`config.mk`:
```
export PLATFORM = sky130hd
export DESIGN_NAME = stk_client_flat
export DESIGN_NICKNAME = d
export VERILOG_FILES = /design/src/rtl/stk_client_if.sv /design/src/rtl/stk_client.sv /design/src/flat_wrapper.sv
export SDC_FILE = /design/constraint.sdc
export NUM_CORES = 1
export LEC_CHECK = 0
export BUFFER_PORTS_ARGS = -buffer_cell sky130_fd_sc_hd__buf_2
export CAP_MARGIN = 20
export CELL_PAD_IN_SITES_DETAIL_PLACEMENT = 1
export CELL_PAD_IN_SITES_GLOBAL_PLACEMENT = 1
export CORE_AREA = 2 2 210 212
export CTS_CLUSTER_SIZE = 25
export DETAILED_ROUTE_END_ITERATION = 8
export DIE_AREA = 0 0 212 214
export PLACE_DENSITY = 0.71
export SKIP_CTS_REPAIR_TIMING = 1
export SKIP_LAST_GASP = 1
export SYNTH_ARGS = -nofsm -noshare
export SYNTH_HDL_FRONTEND = slang
export SYNTH_SLANG_ARGS = --single-unit
```
`constraint.sdc`:
```
create_clock -name clk -period 13.5 [get_ports clk]
set_input_delay 0.675 -clock clk [delete_from_list [all_inputs] [get_ports clk]]
set_output_delay 0.675 -clock clk [all_outputs]
set_load 0.005 [all_outputs]
```
`src/rtl/stk_client_if.sv`:
```
// stk_pkg / stk_client_if: stack opcodes and the request, command and response
// signal bundle between a local user, stk_client and the shared stack.
package stk_pkg;
    typedef enum logic [1:0] {NOP = 2'd0, PUSH = 2'd1, POP = 2'd2} opcode_t;
endpackage

interface stk_client_if;
    import stk_pkg::*;
    logic           i_req_vld;
    opcode_t        i_req_opcode;
    logic [127:0]   i_req_dat;
    logic           o_req_rdy;
    opcode_t        o_cmd_opcode;
    logic [127:0]   o_cmd_dat;
    logic           i_cmd_ack;
    logic           i_rsp_vld;
    logic [127:0]   i_rsp_dat;
    logic           o_rsp_vld;
    logic [127:0]   o_rsp_dat;
    logic           o_rsp_err;
    logic           i_rsp_rdy;
    modport slave (
        input  i_req_vld, i_req_opcode, i_req_dat, i_cmd_ack, i_rsp_vld, i_rsp_dat, i_rsp_rdy,
        output o_req_rdy, o_cmd_opcode, o_cmd_dat, o_rsp_vld, o_rsp_dat, o_rsp_err
    );
    modport master (
        output i_req_vld, i_req_opcode, i_req_dat, i_cmd_ack, i_rsp_vld, i_rsp_dat, i_rsp_rdy,
        input  o_req_rdy, o_cmd_opcode, o_cmd_dat, o_rsp_vld, o_rsp_dat, o_rsp_err
    );
endinterface

```
`src/rtl/stk_client.sv`:
```
// stk_client: one-outstanding PUSH/POP client of a shared stack with response hold.
// Define STK_CLIENT_WATCHDOG_EN to build the POP response watchdog (TMO_CYC cycles).
module stk_client import stk_pkg::*; #(
    parameter int TMO_W   = 8,
    parameter int TMO_CYC = 200
) (
    input  logic        clk,
    input  logic        arst,
    stk_client_if.slave bus
);
    if (TMO_CYC < 1 || TMO_CYC > (2 ** TMO_W) - 1) begin : g_bad_tmo
        $error("stk_client: TMO_CYC out of range for TMO_W");
    end

    typedef enum logic [1:0] {IDLE, CMD, WAIT, HOLD} state_t;

    state_t       state_q, state_d;
    opcode_t      op_q, op_d;
    logic [127:0] dat_q, dat_d;
    logic [127:0] rdat_q, rdat_d;
`ifdef STK_CLIENT_WATCHDOG_EN
    logic             err_q, err_d;
    logic [TMO_W-1:0] wd_q, wd_d;
`endif

    always_ff @(posedge clk or posedge arst) begin
        if (arst) begin
            state_q <= IDLE;
            op_q    <= NOP;
            dat_q   <= '0;
            rdat_q  <= '0;
`ifdef STK_CLIENT_WATCHDOG_EN
            err_q   <= 1'b0;
            wd_q    <= '0;
`endif
        end else begin
            state_q <= state_d;
            op_q    <= op_d;
            dat_q   <= dat_d;
            rdat_q  <= rdat_d;
`ifdef STK_CLIENT_WATCHDOG_EN
            err_q   <= err_d;
            wd_q    <= wd_d;
`endif
        end
    end

    always_comb begin
        state_d = state_q;
        op_d    = op_q;
        dat_d   = dat_q;
        rdat_d  = rdat_q;
`ifdef STK_CLIENT_WATCHDOG_EN
        err_d   = err_q;
        wd_d    = wd_q;
`endif
        case (state_q)
            IDLE: if (bus.i_req_vld && bus.i_req_opcode != NOP) begin
                op_d    = bus.i_req_opcode;
                dat_d   = bus.i_req_dat;
                state_d = CMD;
            end
            CMD: if (bus.i_cmd_ack) begin
                state_d = (op_q == POP) ? WAIT : IDLE;
`ifdef STK_CLIENT_WATCHDOG_EN
                wd_d    = '0;
`endif
            end
            WAIT: begin
`ifdef STK_CLIENT_WATCHDOG_EN
                wd_d = (&wd_q) ? wd_q : wd_q + 1'b1;
`endif
                // A response arriving on the expiry cycle takes priority over the timeout.
                if (bus.i_rsp_vld) begin
                    rdat_d  = bus.i_rsp_dat;
                    state_d = HOLD;
`ifdef STK_CLIENT_WATCHDOG_EN
                    err_d   = 1'b0;
                end else if (wd_q == TMO_W'(TMO_CYC - 1)) begin
                    rdat_d  = '0;
                    err_d   = 1'b1;
                    state_d = HOLD;
`endif
                end
            end
            HOLD: if (bus.i_rsp_rdy) state_d = IDLE;
        endcase
    end

    assign bus.o_req_rdy    = state_q == IDLE;
    assign bus.o_cmd_opcode = (state_q == CMD) ? op_q : NOP;
    assign bus.o_cmd_dat    = (state_q == CMD) ? dat_q : '0;
    assign bus.o_rsp_vld    = state_q == HOLD;
    assign bus.o_rsp_dat    = (state_q == HOLD) ? rdat_q : '0;
`ifdef STK_CLIENT_WATCHDOG_EN
    assign bus.o_rsp_err    = (state_q == HOLD) && err_q;
`else
    assign bus.o_rsp_err    = 1'b0;
`endif
endmodule

```
`src/flat_wrapper.sv`:
```
// flat-port wrapper written by rule: the top's interface ports become plain ports
module stk_client_flat import stk_pkg::*;
#(
    parameter int TMO_W   = 8,
    parameter int TMO_CYC = 200
)
  (clk, arst, bus_i_req_vld, bus_i_req_opcode, bus_i_req_dat, bus_i_cmd_ack, bus_i_rsp_vld, bus_i_rsp_dat, bus_i_rsp_rdy, bus_o_req_rdy, bus_o_cmd_opcode, bus_o_cmd_dat, bus_o_rsp_vld, bus_o_rsp_dat, bus_o_rsp_err);
  stk_client_if bus_i ();
  input  logic clk;
  input  logic arst;
  input wire logic [$bits(bus_i.i_req_vld)-1:0] bus_i_req_vld;
  input wire logic [$bits(bus_i.i_req_opcode)-1:0] bus_i_req_opcode;
  input wire logic [$bits(bus_i.i_req_dat)-1:0] bus_i_req_dat;
  input wire logic [$bits(bus_i.i_cmd_ack)-1:0] bus_i_cmd_ack;
  input wire logic [$bits(bus_i.i_rsp_vld)-1:0] bus_i_rsp_vld;
  input wire logic [$bits(bus_i.i_rsp_dat)-1:0] bus_i_rsp_dat;
  input wire logic [$bits(bus_i.i_rsp_rdy)-1:0] bus_i_rsp_rdy;
  output wire logic [$bits(bus_i.o_req_rdy)-1:0] bus_o_req_rdy;
  output wire logic [$bits(bus_i.o_cmd_opcode)-1:0] bus_o_cmd_opcode;
  output wire logic [$bits(bus_i.o_cmd_dat)-1:0] bus_o_cmd_dat;
  output wire logic [$bits(bus_i.o_rsp_vld)-1:0] bus_o_rsp_vld;
  output wire logic [$bits(bus_i.o_rsp_dat)-1:0] bus_o_rsp_dat;
  output wire logic [$bits(bus_i.o_rsp_err)-1:0] bus_o_rsp_err;
  assign bus_i.i_req_vld = bus_i_req_vld;
  assign bus_i.i_req_opcode = bus_i_req_opcode;
  assign bus_i.i_req_dat = bus_i_req_dat;
  assign bus_i.i_cmd_ack = bus_i_cmd_ack;
  assign bus_i.i_rsp_vld = bus_i_rsp_vld;
  assign bus_i.i_rsp_dat = bus_i_rsp_dat;
  assign bus_i.i_rsp_rdy = bus_i_rsp_rdy;
  assign bus_o_req_rdy = bus_i.o_req_rdy;
  assign bus_o_cmd_opcode = bus_i.o_cmd_opcode;
  assign bus_o_cmd_dat = bus_i.o_cmd_dat;
  assign bus_o_rsp_vld = bus_i.o_rsp_vld;
  assign bus_o_rsp_dat = bus_i.o_rsp_dat;
  assign bus_o_rsp_err = bus_i.o_rsp_err;
  stk_client #(.TMO_W(TMO_W), .TMO_CYC(TMO_CYC)) u_core (.clk(clk), .arst(arst), .bus(bus_i));
endmodule
```
==> impl_metrics.tcl, run 1 <==
set metrics [dict create \
    path_clk_slew_ps 60 \
    clock_path_buffers 3 \
    pin_count 525 \
    yosys_warnings 0 \
    seq_area_frac_synth_pct 56.3 \
    synth_compound_area_share_pct 0.0866 \
    cp_slowest_cell "nand3b_4" \
    dieArea_um2 45400 \
    cts-root-buf "clkbuf_16" \
    period_needed_ps 3630 \
    muxShareOfSynthArea_pct 25.3 \
    fin_util_pct 36.3 \
    syn-num-nets 1128 \
    worstPathRequired_ps 13960 \
    stdcell_count 1962 \
    grt_pass1_vias 9524 \
    switching_share_pct 31.6 \
    pwr-share-comb_pct 36.1 \
    critical-path-max-stage-delay_ps 900 \
    cts_tree "built" \
    grt_max_degree 132 \
    fmax_mhz 276 \
    reg2regPathDepth 4 \
    yosys.cell_types.count 20 \
    dp_cells 1908 \
    clkSinkCount 260 \
    ant_nets 0 \
    pwr_density_cell_nw_per_um2 215 \
    drv_slew 0 \
    min-delay-path-class "in2async" \
    final_common_cell "buf_2" \
    leakagePower_nw 8.30 \
    cp_max_fo 118 \
    ys_ff_latch 260 \
    syn_to_final_growth_pct 34.6 \
    finClkSkew_ps 23.3 \
    total_power_w 0.00335 \
    vias 8625 \
    die_x_um 212 \
    critical_path_class "reg2reg" \
    p_seq_share_pct 40.6 \
    setup_viol 0 \
    core_um2 42900 \
    nets 1621 \
    cellInternalPower_w 0.00229 \
    holdWs_ps 141 \
    grt_pass1_wl_um 54500 \
    rsz0062_at_grt "false" \
    drtIter0Drc 333 \
    yosys.area_share.simple_pct 14.6 \
    timing.rr.end "u_core.rdat_q[83]$_DFFE_PP0P_" \
    maxSlewHeadroom_pct 28.8 \
    outcome "complete, no violations" \
    grt_usage_pct 15.2 \
    worstSetupStartpointType "flip-flop" \
    netlist_area_um2 11600 \
    drive_gt1_share_pct 53.7 \
    drt-total-wl_um 35700 \
    wire_per_inst_um 18.2 \
    hold_violations 0 \
    synthAdderAreaFrac_pct 0 \
    num-fill-cells 4824 \
    setup_tns_ps 0 \
    worst_pin_slew_ps 1070 \
    power.switching_w 0.00106 \
    drv_cap 0 \
    final_cell_mix "buf_2 (523), dfrtp_1 (258), mux2_2 (159)" \
    cp_cell_sequence "buf_4 -> nand3b_4 -> buf_4 -> mux2_2" \
    grt_overflow_total 0 \
    post-route-period-util_pct 26.9 \
    cts-htree-levels 1 \
    via_per_inst 4.40 \
    drcViolationCount 0 \
    num_rows 76 \
    worst_path_most_repeated_cell "buf_4" \
    insertion_delay_ps 560 \
    worst-r2r-setup-slack_ps 9870 \
    arrival_ps 4080 \
    synth_top_family_by_area "multiplexers" \
    die_y_um 214 \
    start_util_pct 27.0 \
    io_buffers 523 \
    synth-xor-area-share_pct 0 \
    antenna_found_initial 9 \
    gp_congestion 0.756 \
    cts_buffers 30 \
    crit_path_end_kind "flip-flop" \
    place_hpwl_um 25600 \
    firstDrtPassIters 4 \
    vdd_drop_max_uv 134 \
    syn_area_per_cell_um2 13.4 \
    clockPowerShare_pct 23.3 \
    syn_inst 864 \
]
==> per-layer routing <==
layer,global-route usage [%],vias up,routed length [um]
li1,-,3946,-
met1,17.4,4245,13800
met2,26.3,373,17300
met3,6.32,53,3750
met4,3.64,8,772
met5,0,-,55
==> kinds of logic after synthesis <==
family,Yosys count
and+or+nand+nor,267
AOI/OAI and AO/OA,2
buffers and inverters,74
other,1
muxes,260
DFF,260
==> power by group through the flow <==
| stage | registers, W | logic [W] | clock network, W |
|---|---|---|---|
| detailed placement | 0.00137 | 0.00121 | 0 |
| CTS | 0.00136 | 0.00122 | 0.000808 |
| floorplan | 0.00129 | 0.000800 | 0 |
| global route | 0.00141 | 0.00134 | 0.000842 |
| global placement | 0.00135 | 0.00118 | 0 |
| finish | 0.00136 | 0.00121 | 0.000780 |
==> synthesized netlist by cell type, drive strengths merged <==
library cell / count / area share [%]
and2: 131 / 7.1
dfrtp: 260 / 56
clkbuf: 41 / 1.3
and2b: 1 / 0.065
and3: 128 / 6.9
o21ai: 2 / 0.086
inv: 1 / 0.032
nand4b: 1 / 0.076
nor2: 1 / 0.032
nand3b: 1 / 0.17
nand2: 3 / 0.097
nor3: 1 / 0.14
mux2: 259 / 25
mux2i: 1 / 0.087
conb: 1 / 0.032
buf: 32 / 2.3
==> registers in the layout (all words and copies together), names as in the netlist, named ones only <==
signal          count
u_core.op_q         2
u_core.dat_q      128
u_core.state_q      1
u_core.rdat_q     128
==> critical path: cells and delay by family (launching register included) <==
kind / cells / cell delay (ps)
and+or+nand+nor: 1 / 900
buffers and inverters: 2 / 1480
DFF: 1 / 500
muxes: 1 / 390
==> through the flow <==
stage	setup WS, ps	instance area (um2)
2_1_floorplan	5670	11600
3_3_place_gp	9830	14600
3_5_place_dp	9770	14600
4_1_cts	9770	15500
5_1_grt	9610	15600
6_report	9870	15600
==> worst max path at each step <==
stage / start / to / slack (ps) / depth (start not counted)
2_1_floorplan: arst / async pin / 5670 / 1
3_3_place_gp: u_core.state_q[0]$_DFFE_PP0P_ / u_core.rdat_q[118]$_DFFE_PP0P_ / 9830 / 4
3_5_place_dp: u_core.state_q[0]$_DFFE_PP0P_ / u_core.rdat_q[93]$_DFFE_PP0P_ / 9770 / 4
4_1_cts: u_core.state_q[0]$_DFFE_PP0P_ / u_core.rdat_q[76]$_DFFE_PP0P_ / 9770 / 4
5_1_grt: flip-flop / u_core.rdat_q[83]$_DFFE_PP0P_ / 9610 / 4
6_report: flip-flop / u_core.rdat_q[83]$_DFFE_PP0P_ / 9870 / 4
==> area by class of cell <==
type                    instances  area, um2  area share, %
diodes                          1       2.50         0.0161
clock buffers                  47        886           5.69
clock inverters                 4       48.8          0.314
inverters                       1       11.3         0.0723
multi-input cells             530       4630           29.8
flip-flops and latches        260       6510           41.8
well taps                     585        732           4.70
repair buffers                534       2740           17.6
Power figures use the tool's default switching activity.
==> run 2, diff against run 1 <==
==> constraint.sdc (replaced) <==
create_clock -name clk -period 3.6 [get_ports clk]
set_input_delay 0.18 -clock clk [delete_from_list [all_inputs] [get_ports clk]]
set_output_delay 0.18 -clock clk [all_outputs]
set_load 0.005 [all_outputs]
==> run 2 against run 1 <==
  * Global-route usage is 0.050 points higher
  * Setup slack got worse by 9300 ps
  * First-iteration DRC count grew 21%
  * Highest routed layer unchanged
  * Largest power group unchanged
==> impl_metrics.tcl, run 2 (synthesized netlist as in run 1, its figures left out) <==
set metrics [dict create \
    outcome "complete, no violations" \
    cts_buffers 30 \
    multi_input_area_um2 4630 \
    startpoint "u_core.state_q[0]$_DFFE_PP0P_" \
    seqCellArea_um2 6510 \
    final_common_cell "buf_2" \
    vias 10100 \
    setup_ws_ps 534 \
    cts-htree-levels 1 \
    via_per_inst 4.52 \
    gp_congestion 0.758 \
    period_needed_ps 3070 \
    total_power_w 0.0136 \
    grt_pass1_wl_um 55000 \
    io_buffers 523 \
    pin_count 525 \
    place_hpwl_um 26500 \
    hold_violations 0 \
    finClkSkew_ps 11.0 \
    min-delay-path-class "in2async" \
    ant_nets 0 \
    vdd_drop_max_uv 417 \
    nets 1897 \
    pwr_density_cell_nw_per_um2 734 \
    final_cell_mix "buf_2 (523), dlygate4sd3_1 (262), dfrtp_1 (258)" \
    grt_pass1_vias 9618 \
    grt_max_degree 131 \
    grt_usage_pct 15.3 \
    antenna_found_initial 4 \
    critical_path_class "reg2out" \
    wire_per_inst_um 20.2 \
    worstSetupStartpointType "flip-flop" \
    core_um2 42900 \
    num_rows 76 \
    clkSinkCount 260 \
    drv_slew 0 \
    reg_top3 "u_core.dat_q: 128 flops, u_core.rdat_q: 128 flops, u_core.op_q: 2 flops" \
    drtIter0Drc 404 \
    insertion_delay_ps 560 \
    leakagePower_nw 9.56 \
    crit_path_end_kind "output pin" \
    arrival_ps 2890 \
    drt-total-wl_um 45200 \
    worstPathRequired_ps 3420 \
    clock_path_buffers 3 \
    firstDrtPassIters 4 \
    dpl_worst_slack_ps 1040 \
    dieArea_um2 45400 \
    fmax_mhz 326 \
    path_clk_slew_ps 60 \
    cts-root-buf "clkbuf_16" \
    post-route-period-util_pct 85.2 \
    holdWs_ps 221 \
    worstReg2RegStart "u_core.state_q[0]$_DFFE_PP0P_" \
    num-fill-cells 4676 \
    maxSlewHeadroom_pct 34.5 \
    drive_gt1_share_pct 46.2 \
    drcViolationCount 0 \
    setup_viol 0 \
    syn_to_final_growth_pct 59.9 \
    worst_pin_slew_ps 979 \
    die_y_um 214 \
    grt_overflow_total 0 \
    start_util_pct 27.0 \
    cts_tree "built" \
    drv_cap 0 \
    rsz0062_at_grt "false" \
    die_x_um 212 \
    cp_max_fo 69 \
]
-- run 2: final cells by class --
| type | instances | share of cell area [%] |
|---|---|---|
| diodes | 2 | 0.0271 |
| clock buffers | 46 | 5.15 |
| clock inverters | 10 | 0.697 |
| inverters | 1 | 0.0406 |
| multi-input cells | 530 | 25.0 |
| flip-flops and latches | 260 | 35.2 |
| well taps | 585 | 3.96 |
| repair buffers | 810 | 29.9 |
-- run 2: worst max-delay path, cell delays in order, from the launching register on --
cell,delay [ps]
dfrtp_4,680
and2b_2,600
buf_4,580
and2_1,260
buf_2,120
-- run 2: through the flow --
stage	utilization [%]	cell area [um2]	setup TNS (ps)	instances
2_1_floorplan	-	11600	-1970	864
4_1_cts	36.9	15800	0	1978
3_3_place_gp	34.4	14700	0	1922
5_1_grt	43.1	18500	0	2244
3_5_place_dp	34.4	14700	0	1922
6_report	43.1	18500	0	2244
-- run 2: report_power, final --
group / internal, W / switching (W)
Clock: 0.00203 / 0.00126
Combinational: 0.00266 / 0.00236
Sequential: 0.00442 / 0.000853
-- run 2: path summary, 6_finish.rpt --
check	cells after the start	end	slack, ps
setup reg to reg	3	u_core.dat_q[17]$_DFFE_PP0P_	1120
min in group clk	4	u_core.dat_q[0]$_DFFE_PP0P_	300
max in group asynchronous	5	u_core.dat_q[58]$_DFFE_PP0P_	2350
hold reg to reg	1	u_core.dat_q[38]$_DFFE_PP0P_	480
hold / removal	3	u_core.dat_q[110]$_DFFE_PP0P_	220
setup / recovery	4	bus_o_cmd_dat[63]	530
-- run 2: metal layers --
metal / track usage [%] / up-vias / part of all wire, %
met2: 27.3 / 442 / 50
met5: 0 / - / 0.053
met1: 17.1 / 5083 / 39
met4: 3.62 / 4 / 3.4
li1: - / 4512 / -
met3: 5.82 / 106 / 7.9
==> run 3, diff against run 2 <==
--- a/config.mk
+++ b/config.mk
@@ -9,11 +9,11 @@
 export CAP_MARGIN = 20
 export CELL_PAD_IN_SITES_DETAIL_PLACEMENT = 1
 export CELL_PAD_IN_SITES_GLOBAL_PLACEMENT = 1
-export CORE_AREA = 2 2 210 212
+export CORE_AREA = 2 2 205 207
 export CTS_CLUSTER_SIZE = 25
 export DETAILED_ROUTE_END_ITERATION = 8
-export DIE_AREA = 0 0 212 214
-export PLACE_DENSITY = 0.71
+export DIE_AREA = 0 0 207 209
+export PLACE_DENSITY = 0.74
 export SKIP_CTS_REPAIR_TIMING = 1
 export SKIP_LAST_GASP = 1
 export SYNTH_ARGS = -nofsm -noshare
==> constraint.sdc (replaced) <==
create_clock -name clk -period 3.6 [get_ports clk]
set_input_delay 0.54 -clock clk [delete_from_list [all_inputs] [get_ports clk]]
set_output_delay 0.54 -clock clk [all_outputs]
set_load 0.005 [all_outputs]
==> run 3 against run 2 <==
  * Clock power down 11%
  * Largest power group unchanged
  * Core utilization fell by 5.3 points
  * Clock-buffer cell count is 3 lower
==> impl_metrics.tcl, run 3 (synthesized netlist as in run 1, its figures left out) <==
set metrics [dict create \
    outcome "complete, no violations" \
    pin_count 525 \
    dpl_worst_slack_ps 1050 \
    core_um2 41300 \
    pwr_density_cell_nw_per_um2 806 \
    final_common_cell "buf_2" \
    reg_top3 "u_core.dat_q: 128 flops, u_core.rdat_q: 128 flops, u_core.op_q: 2 flops" \
    dieArea_um2 43300 \
    drive_gt1_share_pct 54.0 \
    grt_overflow_total 0 \
    antenna_found_initial 9 \
    cpLargestDelayFamily "buffers and inverters" \
    fin_util_pct 37.8 \
    period_needed_ps 3110 \
    cp_max_fo 59 \
    final_cell_mix "buf_2 (523), dfrtp_1 (258), mux2_2 (159)" \
    grt_usage_pct 16.1 \
    firstDrtPassIters 4 \
    nets 1631 \
    setup_tns_ps 0 \
    worstSetupStartpointType "flip-flop" \
    start_util_pct 28.0 \
    die_y_um 209 \
    crit_buf_inv 3 \
    critical_path_class "reg2out" \
    num-fill-cells 4637 \
    cp_slowest_cell "dfrtp_4" \
    cts_tree "built" \
    crit_path_end_kind "output pin" \
    insertion_delay_ps 560 \
    post-route-period-util_pct 86.4 \
    drcViolationCount 0 \
    fmax_mhz 322 \
    finClkSkew_ps 7.48 \
    clock_path_buffers 3 \
    drv_cap 0 \
    grt_max_degree 83 \
    vias 8697 \
    via_per_inst 4.51 \
    syn_to_final_growth_pct 35.1 \
    cts_buffers 30 \
    path_clk_slew_ps 60 \
    cp_cell_sequence "buf_4 -> buf_4 -> and3_1 -> buf_2" \
    rsz0062_at_grt "false" \
    hold_violations 0 \
    worst_pin_slew_ps 840 \
    setup_ws_ps 490 \
    clkSinkCount 260 \
    drt-total-wl_um 35800 \
    io_buffers 523 \
    die_x_um 207 \
    drv_slew 0 \
    gp_congestion 0.759 \
    leakagePower_nw 8.35 \
    vdd_drop_max_uv 431 \
    drtIter0Drc 312 \
    wire_per_inst_um 18.6 \
    num_rows 75 \
    ant_nets 0 \
    cts-root-buf "clkbuf_16" \
    maxSlewHeadroom_pct 44.0 \
    grt_pass1_wl_um 55600 \
    worst_path_most_repeated_cell "buf_4" \
    arrival_ps 2570 \
    setup_viol 0 \
    critical-path-max-stage-delay_ps 530 \
    cts-htree-levels 1 \
    place_hpwl_um 26000 \
    dp_cells 1872 \
    grt_pass1_vias 9492 \
    stdcell_count 1927 \
    min-delay-path-class "in2reg" \
    worstPathRequired_ps 3060 \
]
[run 3: cell types whose count changed in the layout (fill, tap and decap cells not counted), sizes merged, moves of 2 or more]
| cell | previous run | this run |
|---|---|---|
| diode | 2 | 4 |
| dlygate4sd3 | 262 | 1 |
| buf | 548 | 543 |
| clkinv | 6 | 3 |
| clkbuf | 46 | 43 |
[run 3: worst reg2reg max path, stage by stage (launching register included)]
cell and delay (ps):
dfrtp_4 570, buf_4 340, nor3_4 320, buf_4 640, mux2_1 510
[run 3: power breakdown]
part	switching (W)	total, W	internal [W]	leakage (nW)
Combinational	0.00204	0.00447	0.00242	4.80
Clock	0.00118	0.00294	0.00176	0.454
Sequential	0.000775	0.00519	0.00442	3.10
Total	0.00400	0.0126	0.00860	8.35
[run 3: area by class of cell]
| class | instances | area, um2 | share of cell area (%) |
|---|---|---|---|
| inverter | 1 | 7.51 | 0.0481 |
| timing repair buffer | 544 | 2850 | 18.3 |
| multi-input combinational | 530 | 4630 | 29.6 |
| clock inverter | 6 | 82.6 | 0.529 |
| clock buffer | 43 | 851 | 5.45 |
| tap | 539 | 674 | 4.32 |
| sequential | 260 | 6510 | 41.7 |
| antenna | 4 | 10.0 | 0.0641 |
[run 3: final timing paths]
kind	start	to	slack, ps	cells past startpoint
worst min-delay path	bus_i_req_dat[109]	u_core.dat_q[109]$_DFFE_PP0P_	190	2
max in group asynchronous	arst	u_core.dat_q[0]$_DFFE_PP0P_	2110	5
worst max-delay path	flip-flop	bus_o_rsp_dat[102]	490	4
min in group asynchronous	arst	u_core.dat_q[114]$_DFFE_PP0P_	540	3
worst max register to register	flip-flop	u_core.dat_q[73]$_DFFE_PP0P_	1100	4
worst min register to register	u_core.dat_q[74]$_DFFE_PP0P_	u_core.dat_q[74]$_DFFE_PP0P_	480	1
[run 3: metrics by stage]
step           instance area (um2)  hold slack (ps)  power, W
2_1_floorplan                11600              449   0.00784
3_3_place_gp                 14600              459   0.00956
3_5_place_dp                 14600              466   0.00980
4_1_cts                      15600              156    0.0128
5_1_grt                      15600              169    0.0135
6_report                     15600              193    0.0126
[run 3: layer usage]
metal / vias to the layer above / GRT usage, % / share of wire [%]
met5: - / 0 / 0.21
met4: 12 / 4.51 / 2.0
met3: 60 / 5.29 / 8.6
met2: 362 / 27.6 / 49
met1: 4288 / 19.2 / 40
li1: 3975 / - / -
